File: src/rtl/single_display.sv
// Freezes 16 bits of a switch-selected CPU debug value once per scan frame and drives a 4-digit 7-segment display.
// Outputs are registered and trail digitIdx/shown by one cycle. There is no backpressure: the display free-runs.
module single_display #(
  parameter int REFRESH_DIV = 100000
) (
  input  logic        clk,
  input  logic        rst,
  input  logic [4:0]  sel,
  input  logic        half,
  input  logic [31:0] currentPC,
  input  logic [31:0] s0,
  input  logic [31:0] s1,
  input  logic [31:0] s2,
  input  logic [31:0] s3,
  input  logic [31:0] s4,
  input  logic [31:0] s5,
  input  logic [31:0] s6,
  input  logic [31:0] s7,
  input  logic [31:0] t0,
  input  logic [31:0] t1,
  input  logic [31:0] t2,
  input  logic [31:0] t3,
  input  logic [31:0] t4,
  input  logic [31:0] t5,
  input  logic [31:0] t6,
  input  logic [31:0] t7,
  input  logic [31:0] t8,
  input  logic [31:0] t9,
  output logic [3:0]  an,
  output logic [6:0]  seg,
  output logic        dp
);

  localparam int CNT_W = (REFRESH_DIV > 1) ? $clog2(REFRESH_DIV) : 1;
  localparam logic [CNT_W-1:0] LAST_CNT = CNT_W'(REFRESH_DIV - 1);

  logic [CNT_W-1:0] divCnt;
  logic [1:0]       digitIdx;
  logic [15:0]      shown;
  logic             shownHalf;
  logic             shownBad;
  logic [31:0]      value;
  logic             tick;
  logic             frameWrap;

  function automatic logic [6:0] hexSeg(input logic [3:0] nib);
    case (nib)
      4'h0: hexSeg = 7'b1000000;
      4'h1: hexSeg = 7'b1111001;
      4'h2: hexSeg = 7'b0100100;
      4'h3: hexSeg = 7'b0110000;
      4'h4: hexSeg = 7'b0011001;
      4'h5: hexSeg = 7'b0010010;
      4'h6: hexSeg = 7'b0000010;
      4'h7: hexSeg = 7'b1111000;
      4'h8: hexSeg = 7'b0000000;
      4'h9: hexSeg = 7'b0010000;
      4'hA: hexSeg = 7'b0001000;
      4'hB: hexSeg = 7'b0000011;
      4'hC: hexSeg = 7'b1000110;
      4'hD: hexSeg = 7'b0100001;
      4'hE: hexSeg = 7'b0000110;
      default: hexSeg = 7'b0001110;
    endcase
  endfunction

  always_comb begin
    value = 32'd0;
    case (sel)
      5'd0:  value = currentPC;
      5'd1:  value = s0;
      5'd2:  value = s1;
      5'd3:  value = s2;
      5'd4:  value = s3;
      5'd5:  value = s4;
      5'd6:  value = s5;
      5'd7:  value = s6;
      5'd8:  value = s7;
      5'd9:  value = t0;
      5'd10: value = t1;
      5'd11: value = t2;
      5'd12: value = t3;
      5'd13: value = t4;
      5'd14: value = t5;
      5'd15: value = t6;
      5'd16: value = t7;
      5'd17: value = t8;
      5'd18: value = t9;
      default: value = 32'd0;
    endcase
  end

  assign tick      = (divCnt == LAST_CNT);
  assign frameWrap = tick && (digitIdx == 2'd3);

  always_ff @(posedge clk) begin
    if (rst) begin
      divCnt    <= '0;
      digitIdx  <= 2'd0;
      shown     <= 16'd0;
      shownHalf <= 1'b0;
      shownBad  <= 1'b0;
      an        <= 4'b1111;
      seg       <= 7'b1111111;
      dp        <= 1'b1;
    end else begin
      divCnt <= tick ? '0 : divCnt + 1'b1;
      if (tick) digitIdx <= digitIdx + 2'd1;
      // Inputs are sampled only here, so a frame never mixes two values.
      if (frameWrap) begin
        shown     <= half ? value[31:16] : value[15:0];
        shownHalf <= half;
        shownBad  <= (sel > 5'd18);
      end
      an  <= ~(4'b0001 << digitIdx);
      seg <= shownBad ? 7'b0111111 : hexSeg(shown[{digitIdx, 2'b00} +: 4]);
      dp  <= ~((digitIdx == 2'd3) && shownHalf && !shownBad);
    end
  end

endmodule

File: config.mk
export PLATFORM = sky130hd
export DESIGN_NAME = single_display
export DESIGN_NICKNAME = d
export VERILOG_FILES = /design/src/rtl/single_display.sv
export SDC_FILE = /design/constraint.sdc
export NUM_CORES = 1
export LEC_CHECK = 0
export ABC_AREA = 1
export CORE_AREA = 4 4 243 245
export CTS_CLUSTER_SIZE = 28
export DETAILED_ROUTE_END_ITERATION = 7
export DIE_AREA = 0 0 247 249
export PLACE_DENSITY = 0.39
export SYNTH_ARGS = -nofsm -noshare
export SYNTH_HDL_FRONTEND = slang
export SYNTH_SLANG_ARGS = --single-unit
File: constraint.sdc
create_clock -name clk -period 6.2 [get_ports clk]
set_clock_uncertainty 0.15 [all_clocks]
set_input_delay 1.24 -clock clk [delete_from_list [all_inputs] [get_ports clk]]
set_output_delay 1.24 -clock clk [all_outputs]
set_load 0.03 [all_outputs]
==> metrics.csv <==
metric;value;unit
r2r_slack;3.42;ns
vias;12708;
drive_gt1_frac;0.0337;
tightestPinTransition;1.26;ns
critical_path_class;in2reg;
die_h;249;um
synthesis.nets;2167;
antenna_found_initial;20;
hold_class;reg2reg;
ir_drop;91.0;uV
period_share;0.704;
cp-start-kind;input port;
wl_per_cell;26.3;um
routed_wl;75700;um
dp_cells;2866;
cts_root_buf;clkbuf_16;
io_pins;628;
cts_buffers;5;
grt_pass1_wl;103000;um
cts_max_level;2;
synth_top_area_cell;nand2_1;
slew_headroom;0.158;
timing.rr.start;digitIdx[0];
r2r_cells;7;
synth_seq_cells;49;
fin_tns_setup;0;ns
slew_viol_final;0;
cp_cell_sequence;clkdlybuf4s50_1, nor2_4, buf_4, nand2_1, nor2_4, buf_4, nand2_1, nand4_1, nor2_1, nand2_1, nand3_1, a21oi_1;
ctsHoldBuffers;0;
clk_pin_slew_worst_paths;0.08;ns
post_cts_buffers;0;
critPathSlowestCell;clkdlybuf4s50_1;
globalRouteTotalUtil;0.235;
critPathMostFrequentCell;nand2_1;
clock_sinks;49;
finalCriticalPeriod;4.37;ns
cp-end-kind;flop;
hold_viol;0;
outcome;completed;
startpoint;sel[0];
synth_warnings;0;
drcViolationCount;0;
clock.fmax;229;MHz
syn_inst;1540;
arrival;4.44;ns
async_flop_share;0;
syn_area;0.00744;mm2
route.antenna.remaining_nets;0;
std_cell_rows;88;
power.static_leakage;6.19;nW
dp_hpwl;62500;um
synth_area_leaders;nand2_1, dfxtp_1, nand3_1;
grt-ovfl-total;0;
critPathTopFamily;simple AND/OR/NAND/NOR gates;
yosysMostFrequentCell;nand2_1;
cts_resized;0;
nets;2735;
powerDensity;89.2;mW/mm2
setup.worst_path.end;shown[4];
fin_cells;2881;
drt_iter0_drc;724;
initial_utilization;0.130;
synth_flop_cell;dfxtp_1;
die_area;0.0615;mm2
die_x;247;um
grt_max_degree;59;
dr.pass1.iters;6;
min_path_cells;1;
syn_to_final_growth;98.6;%
finalSetupViolations;0;
cp_num_cells;12;
synth_edf_count;0;
grt_pass1_vias;13321;
fp.coreArea;0.0571;mm2
path_buf_inv;3;
grt_setup_unrepaired;false;
drv_cap;0;
synth_seq_area_share;0.132;
yosysTopAreaCellShare;0.378;
cp_max_fo;34;
place.gp.congestion;0.884;
port_buffers;627;
yosys.cell_types.count;30;
cts_max_path_buffers;2;
cts_tree;built;
ys_top_cells_by_count;nand2_1, nor2_1, nand3_1, nand4_1, inv_1;
avgSynthCellArea;4.83;um2
required;6.27;ns
insertion_delay;0.31;ns
r2r_end;shown[12];
drt-vias-per-instance;4.41;
slowest_delay;0.56;ns
## where the power goes
part / internal, mW / total, mW / switching (mW)
clock network: 0.153 / 0.303 / 0.151
registers: 0.318 / 0.320 / 0.00165
logic: 0.399 / 0.695 / 0.297
## routing by layer
metal / vias to the layer above / global-route usage / wire length (um) / share of wire
met5: - / 0 / 108 / 0.0014
met4: 16 / 0.0182 / 622 / 0.0082
met3: 60 / 0.0511 / 5190 / 0.069
met2: 513 / 0.440 / 38800 / 0.51
met1: 5992 / 0.284 / 30900 / 0.41
li1: 6127 / - / - / -
## registers in the layout, summed over array words and instances, names as in the netlist
signal	count
shownHalf	1
shownBad	1
divCnt	17
an	4
seg	7
dp	1
shown	16
digitIdx	2
## metrics by stage
stage	hold slack [ns]	power, mW	worst slack (ns)	cell area (um2)	utilization
2_1_floorplan	0.231	0.480	3.44	7440	-
3_3_place_gp	0.247	1.03	1.44	14600	0.256
3_5_place_dp	0.253	1.03	1.43	14600	0.256
4_1_cts	0.282	1.34	1.76	14800	0.258
5_1_grt	0.311	1.39	1.56	14800	0.258
6_report	0.281	1.32	1.83	14800	0.259
## logic make-up after synthesis
| logic type | synth area share |
|---|---|
| xor gates and xnor gates | 0.00942 |
| buffers and inverters | 0.0861 |
| DFF | 0.132 |
| AOI/OAI and AO/OA | 0.0350 |
| adders and majority gates | 0.0185 |
| and+or+nand+nor | 0.719 |
## worst min-delay path by stage
stage,start,endpoint,slack [ns]
after floorplan,shownHalf,dp,0.23
after global placement,shownHalf,dp,0.25
after detailed placement,shownHalf,dp,0.25
after CTS,shownHalf,dp,0.28
after global routing,shownHalf,dp,0.31
final,shownHalf,dp,0.28
## final cells by class
| cell class | instances | area, um2 |
|---|---|---|
| diodes | 7 | 17.5 |
| clock buffers | 5 | 125 |
| clock inverters | 3 | 25.0 |
| fillers | 6536 | 42400 |
| inverters | 64 | 240 |
| multi-input cells | 1333 | 5940 |
| flip-flops and latches | 49 | 981 |
| well taps | 765 | 957 |
| repair buffers | 655 | 6490 |
## layout by cell type (no fill, tap or decap), drive strengths merged
cell / instances
clkdlybuf4s50: 627
o311ai: 1
diode: 7
nand2: 750
xnor2: 2
buf: 28
clkbuf: 5
clkinvlp: 1
nor2: 199
nand4: 122
inv: 64
and2: 1
ha: 11
clkinv: 2
a21oi: 28
o21ai: 9
xor2: 6
nor3b: 2
nor4: 1
or2: 2
nor3: 5
a31oi: 2
a211oi: 3
dfxtp: 49
o211ai: 3
nand3: 185
a32oi: 1
## worst reg2reg max path: stages, from the launching register on
cell	delay [ns]
dfxtp_1	0.66
ha_1	0.31
nand4_1	0.47
buf_4	0.43
nor2_1	0.11
buf_4	0.29
nand3_1	0.13
a21oi_1	0.14
No activity file was read; power rests on OpenSTA's default activity.
